### src/rtl/arbitro_round_robin_if.sv
// ============================================================================
// arbitro_round_robin_if : FIFO-bank side bundle of the round-robin arbiter
// Rev 1.0
// ============================================================================
`default_nettype none

interface arbitro_round_robin_if #(
  parameter int DATA_WIDTH = 10
);
  logic                  enable;
  logic                  empty0, empty1, empty2, empty3;
  logic [DATA_WIDTH-1:0] data_in0, data_in1, data_in2, data_in3;
  logic                  almost_full4, almost_full5, almost_full6, almost_full7;
  logic                  pop0, pop1, pop2, pop3;
  logic                  push4, push5, push6, push7;
  logic [DATA_WIDTH-1:0] data_out;
  logic [1:0]            grant;
  logic                  idle;
  logic                  stall;

  modport master (
    input  enable,
    input  empty0, empty1, empty2, empty3,
    input  data_in0, data_in1, data_in2, data_in3,
    input  almost_full4, almost_full5, almost_full6, almost_full7,
    output pop0, pop1, pop2, pop3,
    output push4, push5, push6, push7,
    output data_out, grant, idle, stall
  );

  modport slave (
    output enable,
    output empty0, empty1, empty2, empty3,
    output data_in0, data_in1, data_in2, data_in3,
    output almost_full4, almost_full5, almost_full6, almost_full7,
    input  pop0, pop1, pop2, pop3,
    input  push4, push5, push6, push7,
    input  data_out, grant, idle, stall
  );
endinterface

`default_nettype wire

### src/rtl/arbitro_round_robin.sv
// ============================================================================
// arbitro_round_robin : 4-in/4-out word mover with round-robin grant and
// per-destination back-pressure. Define STRICT_PRIO_EN for fixed priority.
// Rev 1.0
// ============================================================================
`default_nettype none

module arbitro_round_robin #(
  parameter int DATA_WIDTH = 10,
  parameter int DEST_MSB   = 9,
  parameter int DEST_LSB   = 8
) (
  input  logic                   clk,
  input  logic                   reset,
  arbitro_round_robin_if.master  bus
);

  typedef enum logic [1:0] {
    ST_IDLE   = 2'd0,
    ST_ACTIVE = 2'd1,
    ST_STALL  = 2'd2
  } state_t;

  state_t                r_state;
  logic [DATA_WIDTH-1:0] r_data_out;
  logic [1:0]            r_grant;
  logic [3:0]            r_push;

  logic [DATA_WIDTH-1:0] w_data [4];
  logic [1:0]            w_dest [4];
  logic [3:0]            w_empty;
  logic [3:0]            w_af;
  logic [3:0]            w_elig;
  logic [3:0]            w_pop;
  logic [1:0]            w_start;
  logic [1:0]            w_win;
  logic                  w_hit;

  assign w_data[0] = bus.data_in0;
  assign w_data[1] = bus.data_in1;
  assign w_data[2] = bus.data_in2;
  assign w_data[3] = bus.data_in3;
  assign w_empty   = {bus.empty3, bus.empty2, bus.empty1, bus.empty0};
  assign w_af      = {bus.almost_full7, bus.almost_full6, bus.almost_full5, bus.almost_full4};

  // Blocking is per destination: only the head word's own target FIFO matters.
  genvar gi;
  generate
    for (gi = 0; gi < 4; gi++) begin : g_elig
      assign w_dest[gi] = w_data[gi][DEST_MSB:DEST_LSB];
      assign w_elig[gi] = !w_empty[gi] && bus.enable && !w_af[w_dest[gi]];
    end
  endgenerate

`ifdef STRICT_PRIO_EN
  assign w_start = 2'd0;
`else
  assign w_start = r_grant + 2'd1;
`endif

  // Scan from the farthest offset down so the nearest eligible input wins.
  always_comb begin
    w_hit = 1'b0;
    w_win = w_start;
    for (int k = 3; k >= 0; k--) begin
      if (w_elig[w_start + 2'(k)]) begin
        w_hit = 1'b1;
        w_win = w_start + 2'(k);
      end
    end
  end

  assign w_pop = (w_hit && !reset) ? (4'b0001 << w_win) : 4'b0000;

  always_ff @(posedge clk) begin
    if (reset) begin
      r_state    <= ST_IDLE;
      r_grant    <= 2'd3;
      r_push     <= 4'b0000;
      r_data_out <= '0;
    end else begin
      r_push <= 4'b0000;
      if (w_hit) begin
        r_data_out           <= w_data[w_win];
        r_push[w_dest[w_win]] <= 1'b1;
        r_grant              <= w_win;
        r_state              <= ST_ACTIVE;
      end else if (bus.enable && !(&w_empty)) begin
        r_state <= ST_STALL;
      end else begin
        r_state <= ST_IDLE;
      end
    end
  end

  assign bus.pop0     = w_pop[0];
  assign bus.pop1     = w_pop[1];
  assign bus.pop2     = w_pop[2];
  assign bus.pop3     = w_pop[3];
  assign bus.push4    = r_push[0];
  assign bus.push5    = r_push[1];
  assign bus.push6    = r_push[2];
  assign bus.push7    = r_push[3];
  assign bus.data_out = r_data_out;
  assign bus.grant    = r_grant;
  assign bus.idle     = (r_state == ST_IDLE);
  assign bus.stall    = (r_state == ST_STALL);

endmodule

`default_nettype wire

### src/flat_wrapper.sv
// flat-port wrapper written by rule: the top's interface ports become plain ports
module arbitro_round_robin_flat 
#(
  parameter int DATA_WIDTH = 10,
  parameter int DEST_MSB   = 9,
  parameter int DEST_LSB   = 8
)
  (clk, reset, bus_enable, bus_empty0, bus_empty1, bus_empty2, bus_empty3, bus_data_in0, bus_data_in1, bus_data_in2, bus_data_in3, bus_almost_full4, bus_almost_full5, bus_almost_full6, bus_almost_full7, bus_pop0, bus_pop1, bus_pop2, bus_pop3, bus_push4, bus_push5, bus_push6, bus_push7, bus_data_out, bus_grant, bus_idle, bus_stall);
  arbitro_round_robin_if #(.DATA_WIDTH(DATA_WIDTH)) bus_i ();
  input  logic clk;
  input  logic reset;
  input wire logic [$bits(bus_i.enable)-1:0] bus_enable;
  input wire logic [$bits(bus_i.empty0)-1:0] bus_empty0;
  input wire logic [$bits(bus_i.empty1)-1:0] bus_empty1;
  input wire logic [$bits(bus_i.empty2)-1:0] bus_empty2;
  input wire logic [$bits(bus_i.empty3)-1:0] bus_empty3;
  input wire logic [$bits(bus_i.data_in0)-1:0] bus_data_in0;
  input wire logic [$bits(bus_i.data_in1)-1:0] bus_data_in1;
  input wire logic [$bits(bus_i.data_in2)-1:0] bus_data_in2;
  input wire logic [$bits(bus_i.data_in3)-1:0] bus_data_in3;
  input wire logic [$bits(bus_i.almost_full4)-1:0] bus_almost_full4;
  input wire logic [$bits(bus_i.almost_full5)-1:0] bus_almost_full5;
  input wire logic [$bits(bus_i.almost_full6)-1:0] bus_almost_full6;
  input wire logic [$bits(bus_i.almost_full7)-1:0] bus_almost_full7;
  output wire logic [$bits(bus_i.pop0)-1:0] bus_pop0;
  output wire logic [$bits(bus_i.pop1)-1:0] bus_pop1;
  output wire logic [$bits(bus_i.pop2)-1:0] bus_pop2;
  output wire logic [$bits(bus_i.pop3)-1:0] bus_pop3;
  output wire logic [$bits(bus_i.push4)-1:0] bus_push4;
  output wire logic [$bits(bus_i.push5)-1:0] bus_push5;
  output wire logic [$bits(bus_i.push6)-1:0] bus_push6;
  output wire logic [$bits(bus_i.push7)-1:0] bus_push7;
  output wire logic [$bits(bus_i.data_out)-1:0] bus_data_out;
  output wire logic [$bits(bus_i.grant)-1:0] bus_grant;
  output wire logic [$bits(bus_i.idle)-1:0] bus_idle;
  output wire logic [$bits(bus_i.stall)-1:0] bus_stall;
  assign bus_i.enable = bus_enable;
  assign bus_i.empty0 = bus_empty0;
  assign bus_i.empty1 = bus_empty1;
  assign bus_i.empty2 = bus_empty2;
  assign bus_i.empty3 = bus_empty3;
  assign bus_i.data_in0 = bus_data_in0;
  assign bus_i.data_in1 = bus_data_in1;
  assign bus_i.data_in2 = bus_data_in2;
  assign bus_i.data_in3 = bus_data_in3;
  assign bus_i.almost_full4 = bus_almost_full4;
  assign bus_i.almost_full5 = bus_almost_full5;
  assign bus_i.almost_full6 = bus_almost_full6;
  assign bus_i.almost_full7 = bus_almost_full7;
  assign bus_pop0 = bus_i.pop0;
  assign bus_pop1 = bus_i.pop1;
  assign bus_pop2 = bus_i.pop2;
  assign bus_pop3 = bus_i.pop3;
  assign bus_push4 = bus_i.push4;
  assign bus_push5 = bus_i.push5;
  assign bus_push6 = bus_i.push6;
  assign bus_push7 = bus_i.push7;
  assign bus_data_out = bus_i.data_out;
  assign bus_grant = bus_i.grant;
  assign bus_idle = bus_i.idle;
  assign bus_stall = bus_i.stall;
  arbitro_round_robin #(.DATA_WIDTH(DATA_WIDTH), .DEST_MSB(DEST_MSB), .DEST_LSB(DEST_LSB)) u_core (.clk(clk), .reset(reset), .bus(bus_i));
endmodule
### config.mk
export PLATFORM = sky130hd
export DESIGN_NAME = arbitro_round_robin_flat
export DESIGN_NICKNAME = d
export VERILOG_FILES = /design/src/rtl/arbitro_round_robin_if.sv /design/src/rtl/arbitro_round_robin.sv /design/src/flat_wrapper.sv
export SDC_FILE = /design/constraint.sdc
export NUM_CORES = 1
export LEC_CHECK = 0
export BUFFER_PORTS_ARGS = -buffer_cell sky130_fd_sc_hd__buf_4
export CAP_MARGIN = 20
export CORE_MARGIN = 8
export CORE_UTILIZATION = 42
export CTS_CLUSTER_SIZE = 24
export DETAILED_ROUTE_END_ITERATION = 8
export HOLD_SLACK_MARGIN = 0.05
export PLACE_DENSITY = 0.78
export SYNTH_ARGS = -nofsm -noshare
export SYNTH_HDL_FRONTEND = slang
export SYNTH_SLANG_ARGS = --single-unit
### constraint.sdc
create_clock -name clk -period 2.9 [get_ports clk]
set_input_delay 0.145 -clock clk [delete_from_list [all_inputs] [get_ports clk]]
set_output_delay 0.145 -clock clk [all_outputs]
set_load 0.1 [all_outputs]
==> results.toml <==
[critical_path]
start_kind = "register"
cp_slowest_cell = "a21o_1"
r2r_slack_ns = 0.72
path_buf_inv = 2
worstPathMaxFanout = 17
cp-end-kind = "output pin"
crit_required_ns = 2.76
critPathMaxStageDelay_ns = 0.55
crit_arrival_ns = 2.56
crit_chain = "inv_1, a221oi_1, a21o_1, nand2_1, nor2_2, buf_4"
critPathKind = "register to output pin"
cp_top_family = "compound AO/OA/AOI/OAI gates"

[power_and_ir_drop]
p_leak_nw = 0.884
power.share.clock_pct = 9.7
netSwitchingFraction_pct = 52.5
power.internal_w = 0.000587
comb_power_share_pct = 64.8
power_density_mw_per_mm2 = 685
p_sw_w = 0.000649
power_frac_seq_pct = 25.5
irDropWorstVdd_v = 0.000477
p_total_w = 0.00124

[floorplan]
ios = 73
die-area_mm2 = 0.00478
core.rowCount = 19
die_y_um = 69.1
die_w_um = 69.1
coreArea_mm2 = 0.00271
initial_core_util_pct = 43.8

[place]
gp_congestion = 0.859
dp_hpwl_mm = 3.17
port_buffers = 72
placed_cells = 224
post_dp_cell_area_mm2 = 0.00178

[global_routing]
grt_pass1_vias = 1403
antenna_found_initial = 0
overflow = 0
grt_max_degree = 18
met1_usage_pct = 19.0
met3_usage_pct = 4.86
grt_busiest_layer = "met2"
grtUsageMet2_pct = 24.7
grt_usage_pct = 15.5
grt_pass1_wl_mm = 6.48

[sta]
clock_skew_ns = 0.00155
whs_ns = 0.0621
hold_violations = 0
finalCritPeriodShare_pct = 93.3
finalSetupViolCount = 0
period_needed_ns = 2.71
tightest_slew_ns = 0.650
setup-tns-final_ns = 0
slew_headroom_pct = 56.7
maxSlewViolCount = 0
max_freq_mhz = 370
rsz0062_at_grt = "no"

[detailed_routing]
vias_per_cell = 5.52
wl_mm = 3.77
route.vias.total = 1252
drt-pass1-iter-count = 4
wl_per_cell_um = 16.6
drtIter0Drc = 45
ant_nets = 0
drc_errors = 0

[synth]
synthArstFlopShare_pct = 0
synth_warnings = 0
synth.most_common_cell = "mux2i_1"
ys_seq_area_share_pct = 30.4
synth_edf_count = 0
syn_nets = 174
synth_area_leader_cell = "dfxtp_1"
synthesis.area_mm2 = 0.00119
syn_area_per_cell_um2 = 9.64
yosysTopAreaCellShare_pct = 30.4
synthDistinctLibCells = 36
synthFlopType = "dfxtp_1"
synthCells = 123
synth.area.top_cells = "dfxtp_1 30%, mux2i_1 20%, o211ai_1 4.4%"
ys_seq_elements = 18
yosys-top-cells-count = "24 x mux2i_1, 18 x dfxtp_1, 12 x nand2_1"

[clock_network]
cts_hold_buffers = 0
root_buffer = "clkbuf_4"
clock-sinks = 18
insertion_delay_ns = 0.29
path_clk_slew_ns = 0.09
clockBufferDepth = 2
cts_max_level = 1
cts_buffers = 3
post_cts_resized = 0
cts_tree = "done"
postCtsSetupBuffers = 0

[flow_run]
drv_cap = 0

[finish]
drive_gt1_share_pct = 49.0
num_antenna_cells = 0
fin_area_mm2 = 0.00180
area_growth_pct = 52.0
finalNonFillerCells = 227
final_nets = 249
nFillCells = 246

[outcome]
status = "finished, final reports clean"

[min_path]
hold_path_class = "input port to register"
-- layout make-up --
class | count | area [um2] | share of cell area [%]
clock buffer | 3 | 22.5 | 1.25
sequential | 18 | 360 | 20.0
tap | 31 | 38.8 | 2.15
inverter | 2 | 7.51 | 0.416
multi-input combinational | 96 | 796 | 44.1
timing repair buffer | 77 | 578 | 32.1
-- kinds of logic (layout without fill, tap and decap cells) --
group,Yosys count,in the layout,share of synthesized area [%]
mux,29,29,27.2
compound gates,23,23,14.5
xor+xnor,1,1,0.739
simple gates,43,43,22.0
buf+inv,9,82,5.17
flops,18,18,30.4
-- flip-flops by register name (all words and copies together) (netlist names) --
register             flops
u_core.r_state           2
u_core.bus.data_out     10
u_core.bus.grant         2
u_core.r_push            4
-- layout by cell type (no fill, tap or decap), types with 3 or more instances in the layout --
| cell type | count |
|---|---|
| a22oi_1 | 3 |
| nand2_1 | 12 |
| or2_1 | 3 |
| dfxtp_1 | 18 |
| buf_4 | 77 |
| o221ai_1 | 3 |
| o211ai_1 | 7 |
| clkbuf_4 | 3 |
| mux2i_1 | 24 |
| or3_1 | 7 |
-- worst register-to-register path, stage by stage, from the launching register on --
cell and delay [ns]:
dfxtp_1 0.43, inv_1 0.11, a221oi_1 0.29, a21o_1 0.55, mux2i_1 0.17, mux2_2 0.34
and3_1 0.19
-- power groups by stage --
stage	registers (W)	logic [W]	clock network (W)
after floorplan	0.000603	0.000345	0
after global placement	0.000319	0.000793	0
after global routing	0.000322	0.000842	0.000135
after detailed placement	0.000321	0.000804	0
final	0.000315	0.000801	0.000120
after CTS	0.000315	0.000805	0.000121
-- stage by stage --
| stage | utilization, % | setup slack (ns) |
|---|---|---|
| floorplan | - | -0.0873 |
| global placement | 65.7 | 0.406 |
| detailed placement | 65.7 | 0.309 |
| CTS | 66.5 | 0.205 |
| global route | 66.5 | 0.000714 |
| finish | 66.5 | 0.194 |
-- path summary, 6_finish.rpt --
| path | start | endpoint | cells past startpoint |
|---|---|---|---|
| setup / recovery | u_core.bus.grant[1]$_SDFFE_PP1N_ | bus_pop1 | 6 |
| hold / removal | reset | u_core.bus.grant[0]$_SDFFE_PP1N_ | 2 |
| setup reg to reg | u_core.bus.grant[1]$_SDFFE_PP1N_ | u_core.r_push[0]$_SDFF_PN0_ | 6 |
| hold reg to reg | u_core.bus.data_out[8]$_SDFFE_PP0N_ | u_core.bus.data_out[8]$_SDFFE_PP0N_ | 2 |
-- per-layer routing --
metal	vias to the layer above	part of all wire [%]
met2	67	45
li1	612	-
met3	9	8.3
met4	0	1.8
met5	-	0
met1	564	45
(Power assumes the default switching activity.)
